===== src/rtl/lavatory_lock_ctrl_if.sv =====
// ---------------------------------------------------------------------------
// lavatory_lock_ctrl_if
// Groups the passenger request/grant handshake and the per-lavatory door
// event and status lines of lavatory_lock_ctrl.
//   req_valid   passenger request
//   req_female  requester may use lavatory 0 (sampled with req_valid)
//   req_ready   a suitable lavatory is available this cycle (combinational)
//   grant_valid one-cycle pulse after an accepted request
//   grant_idx   granted lavatory index, valid with grant_valid
//   lock_evt    per-lavatory one-cycle lock pulse
//   unlock_evt  per-lavatory one-cycle unlock pulse
//   door_locked per-lavatory LOCKED indication (indicator sensor bits)
//   lav_busy    per-lavatory "not FREE" indication
// master: requester / cabin side.  slave: the lock controller.
// ---------------------------------------------------------------------------
interface lavatory_lock_ctrl_if;
    logic       req_valid;
    logic       req_female;
    logic       req_ready;
    logic       grant_valid;
    logic [1:0] grant_idx;
    logic [2:0] lock_evt;
    logic [2:0] unlock_evt;
    logic [2:0] door_locked;
    logic [2:0] lav_busy;

    modport master (
        output req_valid, req_female, lock_evt, unlock_evt,
        input  req_ready, grant_valid, grant_idx, door_locked, lav_busy
    );

    modport slave (
        input  req_valid, req_female, lock_evt, unlock_evt,
        output req_ready, grant_valid, grant_idx, door_locked, lav_busy
    );
endinterface


===== src/rtl/lavatory_lock_ctrl.sv =====
// ---------------------------------------------------------------------------
// lavatory_lock_ctrl
// Arbitrates passenger requests over three lavatories (0 = female-only,
// 1 and 2 unrestricted) and tracks each one through
// FREE -> RESERVED -> LOCKED -> CLEANING -> FREE, producing the door-lock
// bits consumed by the cabin availability indicator.
// Ports:
//   clk_2  system clock, rising edge
//   reset  asynchronous active-high reset
//   bus    lavatory_lock_ctrl_if.slave (request/grant handshake, door
//          events, door_locked / lav_busy status)
// Parameters:
//   RESV_TIMEOUT  cycles a granted lavatory stays reserved without a lock
//   CLEAN_CYCLES  cycles spent cleaning after unlock
//   CNT_W         per-lavatory counter width
// ---------------------------------------------------------------------------
module lavatory_lock_ctrl #(
    parameter int RESV_TIMEOUT = 8,
    parameter int CLEAN_CYCLES = 4,
    parameter int CNT_W        = 4
) (
    input  logic                 clk_2,
    input  logic                 reset,
    lavatory_lock_ctrl_if.slave  bus
);

    typedef enum logic [1:0] {
        ST_FREE     = 2'd0,
        ST_RESERVED = 2'd1,
        ST_LOCKED   = 2'd2,
        ST_CLEANING = 2'd3
    } lav_state_t;

    localparam logic [CNT_W-1:0] RESV_LOAD  = CNT_W'(RESV_TIMEOUT);
    localparam logic [CNT_W-1:0] CLEAN_LOAD = CNT_W'(CLEAN_CYCLES);
    localparam logic [CNT_W-1:0] CNT_ONE    = CNT_W'(1);

    logic [2:0] elig;
    logic [2:0] grant_vec;
    logic [2:0] locked_vec;
    logic [2:0] busy_vec;
    logic       ready_int;
    logic [1:0] sel_idx;
    logic       accept;

    logic       grant_valid_reg;
    logic [1:0] grant_idx_reg;

    // Requester-dependent readiness and lavatory selection.  Eligibility
    // already excludes a lavatory whose lock pulse arrives this cycle, so a
    // walk-in lock and a grant can never target the same FSM.
    always_comb begin
        ready_int = 1'b0;
        sel_idx   = 2'd2;
        if (bus.req_female) begin
            ready_int = |elig;
            if (elig[0]) begin
                sel_idx = 2'd0;
            end else if (elig[1]) begin
                sel_idx = 2'd1;
            end else begin
                sel_idx = 2'd2;
            end
        end else begin
            ready_int = elig[1] | elig[2];
            sel_idx   = elig[1] ? 2'd1 : 2'd2;
        end
    end

    assign accept = bus.req_valid & ready_int;

    generate
        for (genvar gi = 0; gi < 3; gi++) begin : g_lav
            lav_state_t       state_reg;
            logic [CNT_W-1:0] cnt_reg;

            assign elig[gi]       = (state_reg == ST_FREE) && !bus.lock_evt[gi];
            assign grant_vec[gi]  = accept && (sel_idx == 2'(gi));
            assign locked_vec[gi] = (state_reg == ST_LOCKED);
            assign busy_vec[gi]   = (state_reg != ST_FREE);

            // The counter holds the remaining cycles in RESERVED/CLEANING;
            // leaving on the cycle it reads 1 gives exactly N cycles there.
            always_ff @(posedge clk_2 or posedge reset) begin
                if (reset) begin
                    state_reg <= ST_FREE;
                    cnt_reg   <= '0;
                end else begin
                    case (state_reg)
                        ST_FREE: begin
                            if (bus.lock_evt[gi]) begin
                                state_reg <= ST_LOCKED;
                            end else if (grant_vec[gi]) begin
                                state_reg <= ST_RESERVED;
                                cnt_reg   <= RESV_LOAD;
                            end
                        end
                        ST_RESERVED: begin
                            if (bus.lock_evt[gi]) begin
                                state_reg <= ST_LOCKED;
                                cnt_reg   <= '0;
                            end else if (cnt_reg == CNT_ONE) begin
                                state_reg <= ST_FREE;
                                cnt_reg   <= '0;
                            end else begin
                                cnt_reg <= cnt_reg - CNT_ONE;
                            end
                        end
                        ST_LOCKED: begin
                            if (bus.unlock_evt[gi]) begin
                                state_reg <= ST_CLEANING;
                                cnt_reg   <= CLEAN_LOAD;
                            end
                        end
                        ST_CLEANING: begin
                            if (cnt_reg == CNT_ONE) begin
                                state_reg <= ST_FREE;
                                cnt_reg   <= '0;
                            end else begin
                                cnt_reg <= cnt_reg - CNT_ONE;
                            end
                        end
                        default: begin
                            state_reg <= ST_FREE;
                            cnt_reg   <= '0;
                        end
                    endcase
                end
            end
        end
    endgenerate

    // grant_idx keeps its last value when nothing is accepted.
    always_ff @(posedge clk_2 or posedge reset) begin
        if (reset) begin
            grant_valid_reg <= 1'b0;
            grant_idx_reg   <= 2'd0;
        end else begin
            grant_valid_reg <= accept;
            if (accept) begin
                grant_idx_reg <= sel_idx;
            end
        end
    end

    assign bus.req_ready   = ready_int;
    assign bus.grant_valid = grant_valid_reg;
    assign bus.grant_idx   = grant_idx_reg;
    assign bus.door_locked = locked_vec;
    assign bus.lav_busy    = busy_vec;

endmodule


===== src/flat_wrapper.sv =====
// flat-port wrapper written by rule: the top's interface ports become plain ports
module lavatory_lock_ctrl_flat 
#(
    parameter int RESV_TIMEOUT = 8,
    parameter int CLEAN_CYCLES = 4,
    parameter int CNT_W        = 4
)
  (clk_2, reset, bus_req_valid, bus_req_female, bus_lock_evt, bus_unlock_evt, bus_req_ready, bus_grant_valid, bus_grant_idx, bus_door_locked, bus_lav_busy);
  lavatory_lock_ctrl_if bus_i ();
  input  logic clk_2;
  input  logic reset;
  input wire logic [$bits(bus_i.req_valid)-1:0] bus_req_valid;
  input wire logic [$bits(bus_i.req_female)-1:0] bus_req_female;
  input wire logic [$bits(bus_i.lock_evt)-1:0] bus_lock_evt;
  input wire logic [$bits(bus_i.unlock_evt)-1:0] bus_unlock_evt;
  output wire logic [$bits(bus_i.req_ready)-1:0] bus_req_ready;
  output wire logic [$bits(bus_i.grant_valid)-1:0] bus_grant_valid;
  output wire logic [$bits(bus_i.grant_idx)-1:0] bus_grant_idx;
  output wire logic [$bits(bus_i.door_locked)-1:0] bus_door_locked;
  output wire logic [$bits(bus_i.lav_busy)-1:0] bus_lav_busy;
  assign bus_i.req_valid = bus_req_valid;
  assign bus_i.req_female = bus_req_female;
  assign bus_i.lock_evt = bus_lock_evt;
  assign bus_i.unlock_evt = bus_unlock_evt;
  assign bus_req_ready = bus_i.req_ready;
  assign bus_grant_valid = bus_i.grant_valid;
  assign bus_grant_idx = bus_i.grant_idx;
  assign bus_door_locked = bus_i.door_locked;
  assign bus_lav_busy = bus_i.lav_busy;
  lavatory_lock_ctrl #(.RESV_TIMEOUT(RESV_TIMEOUT), .CLEAN_CYCLES(CLEAN_CYCLES), .CNT_W(CNT_W)) u_core (.clk_2(clk_2), .reset(reset), .bus(bus_i));
endmodule

===== config.mk =====
export PLATFORM = sky130hd
export DESIGN_NAME = lavatory_lock_ctrl_flat
export DESIGN_NICKNAME = d
export VERILOG_FILES = /design/src/rtl/lavatory_lock_ctrl_if.sv /design/src/rtl/lavatory_lock_ctrl.sv /design/src/flat_wrapper.sv
export SDC_FILE = /design/constraint.sdc
export NUM_CORES = 1
export LEC_CHECK = 0
export BUFFER_PORTS_ARGS = -buffer_cell sky130_fd_sc_hd__clkbuf_2
export CORE_ASPECT_RATIO = 1.25
export CORE_MARGIN = 8
export CORE_UTILIZATION = 25
export DETAILED_ROUTE_END_ITERATION = 10
export PLACE_DENSITY = 0.45
export RECOVER_POWER = 100
export SLEW_MARGIN = 5
export SYNTH_ARGS = -nofsm -noshare
export SYNTH_HDL_FRONTEND = slang
export SYNTH_SLANG_ARGS = --single-unit

===== constraint.sdc =====
create_clock -name clk_2 -period 2.3 [get_ports clk_2]
set_input_delay 0.46 -clock clk_2 [delete_from_list [all_inputs] [get_ports clk_2]]
set_output_delay 0.46 -clock clk_2 [all_outputs]
set_load 0.05 [all_outputs]

==> metrics.md <==
| Metric | Value |
|---|---|
| Rows | 28 |
| CTS Buf Count | 3 |
| Synth Warn # | 0 |
| Worst-skew pair later-pin latency | 0.26 ns |
| Clock Sinks | 21 |
| VDD IR max | 380.4 uV |
| RePlAce Congestion | 0.7439 |
| CTS Hold Bufs | 0 |
| CTS Root Cell | clkbuf_8 |
| Share of layout cells above drive strength 1 | 12.66% |
| Number of global-route vias before repair | around 1100 |
| Fin Clk Skew | approximately 0.0020 ns |
| Via density | 4.862 |
| Initial core utilization | 26.13% |
| RSZ-0062 raised after global routing | no |
| Setup Crit Path Kind | flip-flop to primary output |
| Final Cycle Share | 96.93% |
| Reg2Reg Depth | 6 |
| Core Box Area | approximately 0.0048 mm^2 |
| Pwr dens | 1377 mW/mm^2 |
| Total Power | 0.001968 W |
| DRT antenna net count | 0 |
| Syn Nets | 154 |
| TritonRoute pass-1 iters | 4 |
| Fillers | 554 |
| WL per Instance | 12.86 um |
| Tmin final | 2.229 ns |
| Final WL | 2803 um |
| Setup TNS | 0 ns |
| Via count | approximately 1100 |
| Distinct cells, synth | 40 |
| Fin nets | 175 |
| Final setup fails | 0 |
| Top cell type's share of synthesized area | 42.21% |
| Cell count after synthesis | 138 |
| Wl on met1 | 1342 um |
| Synthesized area per cell | around 9.0 um^2 |
| Worst setup path start | u_core.g_lav[0].state_reg[1]$_DFFE_PP0P_ |
| GRT Util Overall | 7.698% |
| Met3 WL | ~120 um |
| Cell accounting for the most synthesized area | dfrtp_1 |
| Crit path cell chain | or4b_4 > nand2_1 > or2_2 > clkbuf_4 |
| Clk buf depth | 2 |
| Pre-CTS setup slack | between 0.2 and 0.25 ns |
| Slew margin rel. | between 10% and 20% |
| Routed wl met2 | 1323 um |
| Most common cell after layout, fill and taps aside | dfrtp_1 |
| Seq/Total Area, Yosys | 42.21% |
| CP endpoint | bus_req_ready |
| GRT overflow | 0 |
| Reg2reg start | u_core.g_lav[0].state_reg[0]$_DFFE_PP0P_ |
| Slowest-stage cell, CP | or4b_4 |
| 1st-iter DRT viols | 21 |
| Flops & latches, synth | 21 |
| Largest cells by area after synthesis | dfrtp_1 42%, ha_1 6.0%, a21oi_1 4.4% |
| Global-route wire length before repair | ~4800 um |
| Crit-path max cell delay | 0.61 ns |
| Crit path capture type | primary output |
| FMAX | 0.4486 GHz |
| Worst slew pin tran | 1.206 ns |
| Largest net degree at the start of global routing | 22 |
| DIE AREA | roughly 0.0075 mm^2 |
| Placed Cells | 214 |
| Post-DP HPWL | about 2100 um |
| H-Tree Depth | 1 |
| Cell Area, Synth | 0.001245 mm^2 |
| Worst min-delay path category | primary input to flip-flop |
| Reg2reg setup slack | around 0.49 ns |
| Pins over their slew limit | 0 |
| Ant. Diodes | 0 |
| Critical path data arrival time | approximately 1.8 ns |
| Die span in y | about 95 um |
| Most frequent cells in the layout | 21 x dfrtp_1, 13 x inv_1, 13 x clkbuf_1 |
| Final Worst Setup Slack | 0.07061 ns |
| MaxCap Viol Count | 0 |
| IO Pins | 20 |
| Critical path launch point type | flip-flop |
| PortBufs | 19 |
| Max reg flops | 12 |
| CP required | approximately 1.8 ns |
| Remaining DRCs | 0 |
| CTS tree | done |
| Area Growth Syn to Fin | 14.77% |
| Die Wd | 79.12 um |
| Outcome | complete, no violations |
| Static leakage | around 0.64 nW |
| Clock Pin Slew Worst Setup and Hold Paths | ~0.08 ns |
| Initial antenna violation count | 0 |
| Cell Count, Final, Fillers Out | 218 |
| Post-CTS setup buffers | 0 |
| Uppermost layer routed | met4 |
| Max FO, Critical Path | 10 |
| Reg2Reg Capture Point | u_core.g_lav[1].cnt_reg[3]$_DFFE_PP0P_ |
| Hold Fails Final Rpt | 0 |
[layer usage]
metal / up-vias / global-route usage (%)
met5: - / 0
met2: 17 / 12.90
met3: 2 / 1.901
li1: 523 / -
met4: 0 / 3.251
met1: 518 / 9.121
[where the power goes]
group          internal [W]  leakage (nW)  switching (W)
sequential         0.000548         0.244       0.000200
clock              0.000123        0.0228       0.000118
combinational      0.000394         0.371       0.000584
[stage by stage]
stage	util, %	hold slack [ns]	instance area, um^2
2_1_floorplan	-	0.4365	1245
3_3_place_gp	29.52	0.4919	1406
3_5_place_dp	29.52	0.4970	1406
4_1_cts	30.51	0.2102	1454
5_1_grt	29.99	0.4728	1429
6_report	29.99	0.4579	1429
[critical path, delay by kind of cell (launching register included)]
kind	cells	cell delay [ns]
buffers and inverters	1	0.22
flip-flops	1	0.47
AND/OR/NAND/NOR	3	0.82
[final cells by class]
class | instances | area [um^2] | area share [%]
Timing Repair Buffer | 22 | 97.59 | 6.830
Multi-Input combinational cell | 98 | 636.9 | 44.57
Sequential cell | 21 | 525.5 | 36.78
Inverter | 13 | 48.80 | 3.415
Clock buffer | 4 | 45.04 | 3.152
Tap cell | 60 | 75.07 | 5.254
[kinds of logic (layout without fill, tap and decap cells)]
kind of cell / Yosys count / in the layout / share of synthesized area (%)
multiplexers: 1 / 1 / 0.8041
buffers and inverters: 19 / 39 / 6.432
XOR/XNOR: 2 / 2 / 1.407
AND/OR/NAND/NOR: 46 / 46 / 20.60
AO/OA/AOI/OAI: 43 / 43 / 22.51
adder cells (fa/ha/maj): 6 / 6 / 6.030
flip-flops: 21 / 21 / 42.21
[Yosys cell counts, drive strengths merged]
| master | instances |
|---|---|
| a22oi | 1 |
| ha | 6 |
| a31oi | 3 |
| a32o | 1 |
| nor4b | 1 |
| nand2 | 9 |
| a211oi | 3 |
| a21oi | 11 |
| nor2b | 3 |
| o221a | 1 |
| clkbuf | 4 |
| o21a | 2 |
| o22a | 2 |
| o21ai | 9 |
| a21o | 3 |
| nor2 | 11 |
| or3 | 2 |
| o31ai | 2 |
| a221oi | 1 |
| or4b | 1 |
| buf | 2 |
| o22ai | 1 |
| a211o | 1 |
| inv | 13 |
| nor3 | 5 |
| o21bai | 1 |
| and2 | 2 |
| dfrtp | 21 |
| nand2b | 2 |
| or2 | 4 |
| nand4 | 1 |
| nor3b | 3 |
| o31a | 1 |
| xnor2 | 2 |
| or3b | 1 |
| mux2i | 1 |
| nand3b | 1 |
[how the worst min path moves through the flow]
stage,start,to,slack (ns),cells after the start
after floorplan,reset,u_core.bus.grant_idx[0]$_DFFE_PP0P_,0.44,1
after global placement,reset,u_core.g_lav[0].state_reg[0]$_DFFE_PP0P_,0.49,3
after detailed placement,reset,u_core.g_lav[0].state_reg[0]$_DFFE_PP0P_,0.50,3
after CTS,reset,u_core.g_lav[0].state_reg[0]$_DFFE_PP0P_,0.21,3
after global routing,bus_unlock_evt[0],u_core.g_lav[0].state_reg[0]$_DFFE_PP0P_,0.47,3
final,bus_unlock_evt[0],u_core.g_lav[0].state_reg[0]$_DFFE_PP0P_,0.46,3
[what timing repair did]
action	4_1_cts	5_1_grt
hold endpoints to repair	0	0
gates resized for setup	1	0
setup endpoints to repair	1	0
(Power assumes the default switching activity.)
